==> src/rtl/irq_ctrl.sv <==
// 8-source interrupt controller: synchronized sources, edge/level pending, mask, fixed priority, ACK handshake.
// Optional overflow flags (register 5) are built when IRQ_CTRL_OVF_EN is defined.
module irq_ctrl #(
    parameter int SYNC_STAGES = 2,
    parameter int HOLDOFF     = 4
) (
    input  logic       clk,
    input  logic       reset,
    input  logic [2:0] a,
    input  logic [7:0] d,
    input  logic       wdstb,
    output logic [7:0] O,
    input  logic [7:0] src,
    output logic       irq_out,
    output logic [2:0] vector
);

    localparam int CNT_W = (HOLDOFF > 1) ? $clog2(HOLDOFF) : 1;
    localparam logic [CNT_W-1:0] HOLD_LOAD = CNT_W'(HOLDOFF - 1);

    typedef enum logic [1:0] {
        ST_IDLE = 2'd0,
        ST_REQ  = 2'd1,
        ST_HOLD = 2'd2
    } state_t;

    logic [SYNC_STAGES-1:0][7:0] sync_q;
    logic [7:0]       sync_d1_q;
    logic [7:0]       src_sync_s;
    logic [7:0]       edge_s;
    logic [7:0]       pend_q, pend_d;
    logic [7:0]       mask_q, mode_q, ctrl_q;
    logic [7:0]       set_s, clr_s, ack_clr_s, req_s, ovf_rd_s;
    logic             wr_pend_s, wr_mask_s, wr_mode_s, wr_ctrl_s, wr_vec_s, wr_swset_s;
    logic [2:0]       cand_s;
    logic             any_s, ack_match_s, latched_ok_s, hold_done_s;
    state_t           state_q, state_d;
    logic             irq_q, irq_d;
    logic [2:0]       vector_q, vector_d;
    logic [CNT_W-1:0] cnt_q, cnt_d;

    // Lowest set index wins; src[0] has the highest priority.
    function automatic logic [2:0] prio_idx(input logic [7:0] r);
        casez (r)
            8'b???????1: prio_idx = 3'd0;
            8'b??????10: prio_idx = 3'd1;
            8'b?????100: prio_idx = 3'd2;
            8'b????1000: prio_idx = 3'd3;
            8'b???10000: prio_idx = 3'd4;
            8'b??100000: prio_idx = 3'd5;
            8'b?1000000: prio_idx = 3'd6;
            8'b10000000: prio_idx = 3'd7;
            default:     prio_idx = 3'd0;
        endcase
    endfunction

    assign wr_pend_s  = wdstb && (a == 3'd0);
    assign wr_mask_s  = wdstb && (a == 3'd1);
    assign wr_mode_s  = wdstb && (a == 3'd2);
    assign wr_ctrl_s  = wdstb && (a == 3'd3);
    assign wr_vec_s   = wdstb && (a == 3'd4);
    assign wr_swset_s = wdstb && (a == 3'd6);

    assign src_sync_s = sync_q[SYNC_STAGES-1];
    assign edge_s     = src_sync_s & ~sync_d1_q;

    // Source synchronizer chain plus the delayed copy used for rising-edge detection.
    always_ff @(posedge clk or posedge reset) begin
        if (reset) begin
            sync_q    <= '0;
            sync_d1_q <= 8'h00;
        end else begin
            sync_q[0] <= src;
            for (int i = 1; i < SYNC_STAGES; i++) begin
                sync_q[i] <= sync_q[i-1];
            end
            sync_d1_q <= src_sync_s;
        end
    end

    // Set/clear terms only touch edge-mode bits; level-mode bits simply follow the synchronized source.
    assign ack_clr_s = wr_vec_s ? (8'h01 << d[2:0]) : 8'h00;
    assign set_s     = (edge_s | (wr_swset_s ? d : 8'h00)) & mode_q;
    assign clr_s     = ((wr_pend_s ? d : 8'h00) | ack_clr_s) & mode_q;
    assign pend_d    = (mode_q & (set_s | (pend_q & ~clr_s))) | (~mode_q & src_sync_s);

    // Pending and configuration registers.
    always_ff @(posedge clk or posedge reset) begin
        if (reset) begin
            pend_q <= 8'h00;
            mask_q <= 8'h00;
            mode_q <= 8'hFF;
            ctrl_q <= 8'h00;
        end else begin
            pend_q <= pend_d;
            if (wr_mask_s) mask_q <= d;
            if (wr_mode_s) mode_q <= d;
            if (wr_ctrl_s) ctrl_q <= d;
        end
    end

`ifdef IRQ_CTRL_OVF_EN
    logic [7:0] ovf_q, ovf_d;
    logic       wr_ovf_s;

    assign wr_ovf_s = wdstb && (a == 3'd5);
    assign ovf_d    = (set_s & pend_q) | (ovf_q & ~(wr_ovf_s ? d : 8'h00));
    assign ovf_rd_s = ovf_q;

    // Overflow flags: a new event landing on an already-pending edge bit.
    always_ff @(posedge clk or posedge reset) begin
        if (reset) begin
            ovf_q <= 8'h00;
        end else begin
            ovf_q <= ovf_d;
        end
    end
`else
    assign ovf_rd_s = 8'h00;
`endif

    assign req_s        = pend_q & mask_q;
    assign cand_s       = prio_idx(req_s);
    assign any_s        = (|req_s) & ctrl_q[7];
    assign ack_match_s  = wr_vec_s && (d[2:0] == vector_q);
    assign latched_ok_s = pend_q[vector_q] & mask_q[vector_q];
    assign hold_done_s  = (cnt_q == {CNT_W{1'b0}});

    // FSM state and registered outputs.
    always_ff @(posedge clk or posedge reset) begin
        if (reset) begin
            state_q  <= ST_IDLE;
            irq_q    <= 1'b0;
            vector_q <= 3'd0;
            cnt_q    <= {CNT_W{1'b0}};
        end else begin
            state_q  <= state_d;
            irq_q    <= irq_d;
            vector_q <= vector_d;
            cnt_q    <= cnt_d;
        end
    end

    // Next-state logic; an expired holdoff re-arbitrates immediately like IDLE.
    always_comb begin
        state_d = state_q;
        case (state_q)
            ST_IDLE: begin
                if (any_s) state_d = ST_REQ;
                else       state_d = ST_IDLE;
            end
            ST_REQ: begin
                if (!ctrl_q[7])         state_d = ST_IDLE;
                else if (ack_match_s)   state_d = ST_HOLD;
                else if (!latched_ok_s) state_d = ST_IDLE;
                else                    state_d = ST_REQ;
            end
            ST_HOLD: begin
                if (!hold_done_s) state_d = ST_HOLD;
                else if (any_s)   state_d = ST_REQ;
                else              state_d = ST_IDLE;
            end
            default: state_d = ST_IDLE;
        endcase
    end

    // Output next values: vector is latched on entry to REQ and held until it is left.
    always_comb begin
        irq_d    = (state_d == ST_REQ);
        vector_d = 3'd0;
        cnt_d    = cnt_q;
        if ((state_d == ST_REQ) && (state_q != ST_REQ)) begin
            vector_d = cand_s;
        end else if (state_d == ST_REQ) begin
            vector_d = vector_q;
        end else begin
            vector_d = 3'd0;
        end
        if ((state_d == ST_HOLD) && (state_q != ST_HOLD)) begin
            cnt_d = HOLD_LOAD;
        end else if ((state_q == ST_HOLD) && !hold_done_s) begin
            cnt_d = cnt_q - CNT_W'(1);
        end else begin
            cnt_d = cnt_q;
        end
    end

    assign irq_out = irq_q;
    assign vector  = vector_q;

    // Combinational register read mux.
    always_comb begin
        O = 8'h00;
        case (a)
            3'd0:    O = pend_q;
            3'd1:    O = mask_q;
            3'd2:    O = mode_q;
            3'd3:    O = ctrl_q;
            3'd4:    O = {(state_q == ST_REQ), 4'b0000, vector_q};
            3'd5:    O = ovf_rd_s;
            3'd6:    O = src_sync_s;
            3'd7:    O = 8'h5A;
            default: O = 8'h00;
        endcase
    end

endmodule
==> config.mk <==
export PLATFORM = sky130hd
export DESIGN_NAME = irq_ctrl
export DESIGN_NICKNAME = d
export VERILOG_FILES = /design/src/rtl/irq_ctrl.sv
export SDC_FILE = /design/constraint.sdc
export NUM_CORES = 1
export LEC_CHECK = 0
export ABC_AREA = 0
export BUFFER_PORTS_ARGS = -buffer_cell sky130_fd_sc_hd__buf_2
export CORE_UTILIZATION = 52
export CTS_CLUSTER_DIAMETER = 200
export DETAILED_ROUTE_END_ITERATION = 10
export MAX_ROUTING_LAYER = met4
export PLACE_DENSITY = 0.75
export SYNTH_ARGS = -nofsm -noshare
export SYNTH_HDL_FRONTEND = slang
export SYNTH_SLANG_ARGS = --single-unit
==> constraint.sdc <==
create_clock -name clk -period 1.9 [get_ports clk]
set_clock_uncertainty 0.1 [all_clocks]
set_input_delay 0.38 -clock clk [delete_from_list [all_inputs] [get_ports clk]]
set_output_delay 0.38 -clock clk [all_outputs]
set_load 0.005 [all_outputs]
; Word level (Yosys, flattened, before mapping)
; Index checks and enable logic that the tools add are counted.
[op_classes]
mul = 0
div_mod_pow = 0
bitwise = 16
n_reduce_logical = 16
n_lt_le_gt_ge = 1
n_addsub = 1
shift = 1
eq_ne = 22
mux = 19
[op_table]
columns = op, count
row1 = $pmux W8 S8, 1
row2 = $and A8 B8 Y8, 7
row3 = $or A8 B8 Y8, 4
row4 = $mux W8, 3
row5 = $not A8 Y8, 3
row6 = $pmux W3 S7, 1
row7 = $eq A3 B3 Y1 const B, 5
row8 = $logic_and A1 B1 Y1, 10
row9 = $mux W2, 5
row10 = $eq A8 B8 Y1 const B, 1
row11 = $reduce_or A8 Y1, 1
row12 = $shl A1 B3 Y8 const A, 1
row13 = $eq A7 B7 Y1 const B, 1
row14 = $bmux W1 S3, 2
row15 = $eq A2 B2 Y1 const B, 3
row16 = $eq A3 B2 Y1 const B, 2
row17 = $eq A6 B6 Y1 const B, 1
row18 = $mux W3, 2
row19 = $pmux W2 S3, 1
row20 = $eq A5 B5 Y1 const B, 1
row21 = $eq A2 B1 Y1 const B, 2
row22 = $eq A4 B4 Y1 const B, 1
row23 = $logic_not A2 Y1, 2
row24 = $lt A3 B4 Y1 const B, 1
row25 = 10 further kinds, 15
[word_totals]
wordCells = 87
latchBits = 0
inputBits = 22
out_inout_bits = 12
reg_bits = 64
romBits = 0
mem_bits_rw = 0
n_memories = 0

; Depth between registers and ports, before layout
[depth]
word_depth = 10
mapped_depth = 7
ltp_nobuf = 7

; Worst setup path after synthesis
; OpenSTA, ideal clock, no wires.
[synth_timing]
path_type = input to register
start = input port d[1]
end = register vector_q[1], in the netlist vector[1]
arrival_time_ns = 1.620
setup_ns = 0.121
required_time_ns = 1.679
path_stages = 5
path_buffers = 1
setup_slack_ns = 0.059
cell_sequence = clkbuf_1 > xor2_1 > or4_1 > and3_4 > a22o_1
[synth_between]
elab_chain_cells = 8
word_cells_on_any_way = 9
[synth_lines]
columns = element, line_no
row1 = start: declaration, 10  ; input logic [7:0] d,
row2 = $eq A3 B3 Y1 (*), 125  ; assign ack_match_s = wr_vec_s && (d[2:0] == vector_q);
row3 = $logic_and A1 B1 Y1 (*), 125
row4 = $mux W2 (*), 154  ; else if (ack_match_s) state_d = ST_HOLD;
row5 = $mux W2 (*), 153  ; if (!ctrl_q[7]) state_d = ST_IDLE;
row6 = $pmux W2 S3 (*), 147  ; case (state_q)
row7 = $eq A2 B1 Y1 (*), "172, 174"
row8 = $logic_and A1 B1 Y1, 172  ; if ((state_d == ST_REQ) && (state_q != ST_REQ)) begin
row9 = $ne A2 B1 Y1 (no line) / $mux W3 (equally long branches), --
row10 = end signal: assignment, 139  ; vector_q <= vector_d;
row11 = end: declaration, 39  ; logic [2:0] vector_q, vector_d;
; Mark *: on every way between the ends. The rest lies on a longest branch, timed or not.
; A chain may end at the register's enable or synchronous reset.

; Final worst setup path
[layout_timing]
start = register mask_q[0]
end = output port O[0]
[layout_between]
elab_chain_cells = 1
[layout_lines]
columns = element, line_no
row1 = start: declaration, 32  ; logic [7:0] mask_q, mode_q, ctrl_q;
row2 = start signal: assignment, 91  ; mask_q <= 8'h00;
row3 = start signal: assignment, 96  ; if (wr_mask_s) mask_q <= d;
row4 = $pmux W8 S8, 194  ; case (a)
row5 = end: declaration, 12  ; output logic [7:0] O,
; No other way between the ends.

==> impl_metrics.toml <==
[detailed_routing]
first_pass_iters = 4
routedWlPerCell_um = 18.5
drt_iter0_drc = 225
viasPerCell = 5.87
drcViolationCount = 0
drt-total-wl_um = 7960
routed-via-count = 2524
antenna_left = 0

[run_status]
status = "finished, violations left"
violations = "setup timing"

[logic_synthesis]
avgSynthCellArea_sq_um = 11.1
synth.cell_area_sq_mm = 0.00298
synth_top_cell_by_area = "dfrtp_1"
synth_cell_types = 49
async_reset_ff_share_pct = 100
ys_ff_latch = 64
yosysMostFrequentCell = "dfrtp_1"
synth_top_family_by_area = "simple AND/OR/NAND/NOR gates"
synth-compound-area-share_pct = 13.6
synth_common_cells = "dfrtp_1, nand2_1, mux2_2"
ys_dominant_reg_cell = "dfrtp_1"
synth_xor_area_share_pct = 1.18
synth_area_leaders = "dfrtp_1, mux2_2, dfstp_2, nand2_1, o21ai_0"
yosysWarnings = 0
synth_edf_count = 0
synth_fa_ha_area_share_pct = 0.420
ys_seq_area_share_pct = 54.1
syn_inst = 268
syn-num-nets = 291
synthMuxAreaShare_pct = 13.4
yosys.area_share.simple_pct = 14.8
synth_top_area_share_pct = 47.1

[clock_tree]
cts_tree = "built"
clock_path_buffers = 2
cts.sinks = 64
cts_max_level = 3
cts_root_buf = "clkbuf_8"
cts_made_buffers = 9
clk_pin_slew_ps = 70
insertion_delay_ps = 350

[floorplan]
die_h_um = 77.7
io_pins = 34
initial_core_util_pct = 54.1
die_w_um = 77.7
die-area_sq_mm = 0.00603
fp-row-count = 27
core-area_sq_mm = 0.00551

[grt]
track_usage_pct = 30.4
use_met1_pct = 40.2
gr-total-overflow = 0
gr-usage-met3_pct = 7.18
use_met2_pct = 45.8
grt.busiest_layer = "met2"
grt_pass1_wl_um = 13100
antenna_found_initial = 0
grt_pass1_vias = 2578
grt_max_degree = 65

[setup_path]
cp-start-kind = "flip-flop"
worstPathRequired_ps = 1420
crit_path_max_fanout = 3
path_class = "flip-flop to output port"
reg2reg_from = "vector[0]"
crit_start = "mask_q[0]"
cp.arrival_ps = 1630
critPathCaptureType = "output port"

[final_layout]
antennaDiodeCount = 0
fin_cells = 430
drive_gt1_share_pct = 43.9
area_growth_pct = 32.0
fill_cells = 399
finalNetCount = 376

[timing]
fin_crit_sh_pct = 111
max_freq_ghz = 0.473
setup_ws_ps = -213
rsz0062_at_grt = "yes"
drv_slew = 0
finalCriticalPeriod_ps = 2110
relSlewSlack_pct = 77.9
tightest_slew_ps = 331
hold_ws_ps = 11.1
hold_viol_final = 0
setup_viol = 6

[power_and_ir_drop]
p_leak_nw = 1.80
power_density_mw_per_mm2 = 1080
irDropWorstVdd_mv = 0.735
p_total_mw = 4.26

[placement]
place_congestion = 0.929
hpwl_um = 5380
place_inst = 401
place_ws_ps = -354
portBuffers = 33

[worst_hold_path]
hp-class = "input pin to async pin"

[job]
maxCapViolCount = 0
==> layout by cell type (no fill, tap or decap), drive strengths merged, types with 2 or more instances in the layout <==
cell type  count
xor2           3
nand2         40
a31oi          2
and3           2
dfrtp         56
a32oi          6
nand2b         6
a32o           2
clkinvlp       2
a21oi          7
o22ai          8
o211ai         2
nand3         13
inv            8
mux4           3
or2            6
mux2          25
clkbuf        10
dfstp          8
buf           84
a22oi          2
a22o           5
nor3           4
o21ai         17
bufinv         3
nor3b          2
nor2           9
mux2i          5
==> timing repair <==
action,in CTS,in global routing
endpoints found under the hold margin,0,0
setup endpoints to repair,8,11
gates resized for setup,10,16
pin swaps,6,6
setup buffers,9,4
hold buffers,0,0
==> state kept, by name, summed over array words and instances, names as in the netlist <==
signal	flops
cnt_q	2
vector	3
state_q	2
sync_q	8
pend_q	8
irq_out	1
ctrl_q	8
sync_d1_q	8
mask_q	8
src_sync_s	8
mode_q	8
==> worst paths after layout <==
check                                     end  slack [ps]  cells after the start
worst min-delay path            src_sync_s[6]          10                      3
worst max-delay path                     O[0]        -210                      6
min in group clk                    sync_q[1]          30                      1
max in group asynchronous           mode_q[2]        1380                      3
worst max register to register      vector[1]          40                      6
worst min register to register  src_sync_s[1]         250                      0
==> worst max-delay path, stage by stage (launching register included) <==
cell and delay (ps):
dfrtp_1 410, nand2b_4 140, a22o_1 190, a21oi_2 190, a21oi_2 70, o21bai_1 160
buf_2 130
==> cell type report <==
class	instances	area (sq um)	share of cell area, %
flip-flops and latches	64	1610	41.1
multi-input cells	186	1360	34.5
repair buffers	84	583	14.8
clock buffers	10	138	3.50
clock inverters	6	115	2.93
well taps	72	90.1	2.29
inverters	8	33.8	0.860
==> through the flow <==
step                      TNS, ps  util (%)  area (sq um)
after floorplan                 0         -          2980
after global placement      -2170      63.4          3490
final                        -582      71.3          3930
after global routing         -967      71.3          3930
after CTS                    -577      69.6          3830
after detailed placement    -2660      63.4          3490
==> report_power, final <==
part	internal [mW]	leakage, nW	total [mW]	switching (mW)
Clock	0.913	0.123	1.46	0.551
Combinational	0.547	0.921	1.02	0.476
Sequential	1.60	0.755	1.77	0.167
==> cells by family (layout without fill, tap and decap cells) <==
kind of cell               after synthesis  count (layout)
and+or+nand+nor                         88              88
adders and majority gates                1               1
xor gates and xnor gates                 4               4
buffers and inverters                   18             108
muxes                                   33              33
DFF                                     64              64
AOI/OAI and AO/OA                       60              60
==> per-layer routing <==
metal  routed length [um]  vias up
li1                     -     1150
met1                 3430     1264
met2                 3880       96
met3                  485       14
met4                  160        0
met5                    0        -
Note: power is estimated with default switching activity, not from simulation.
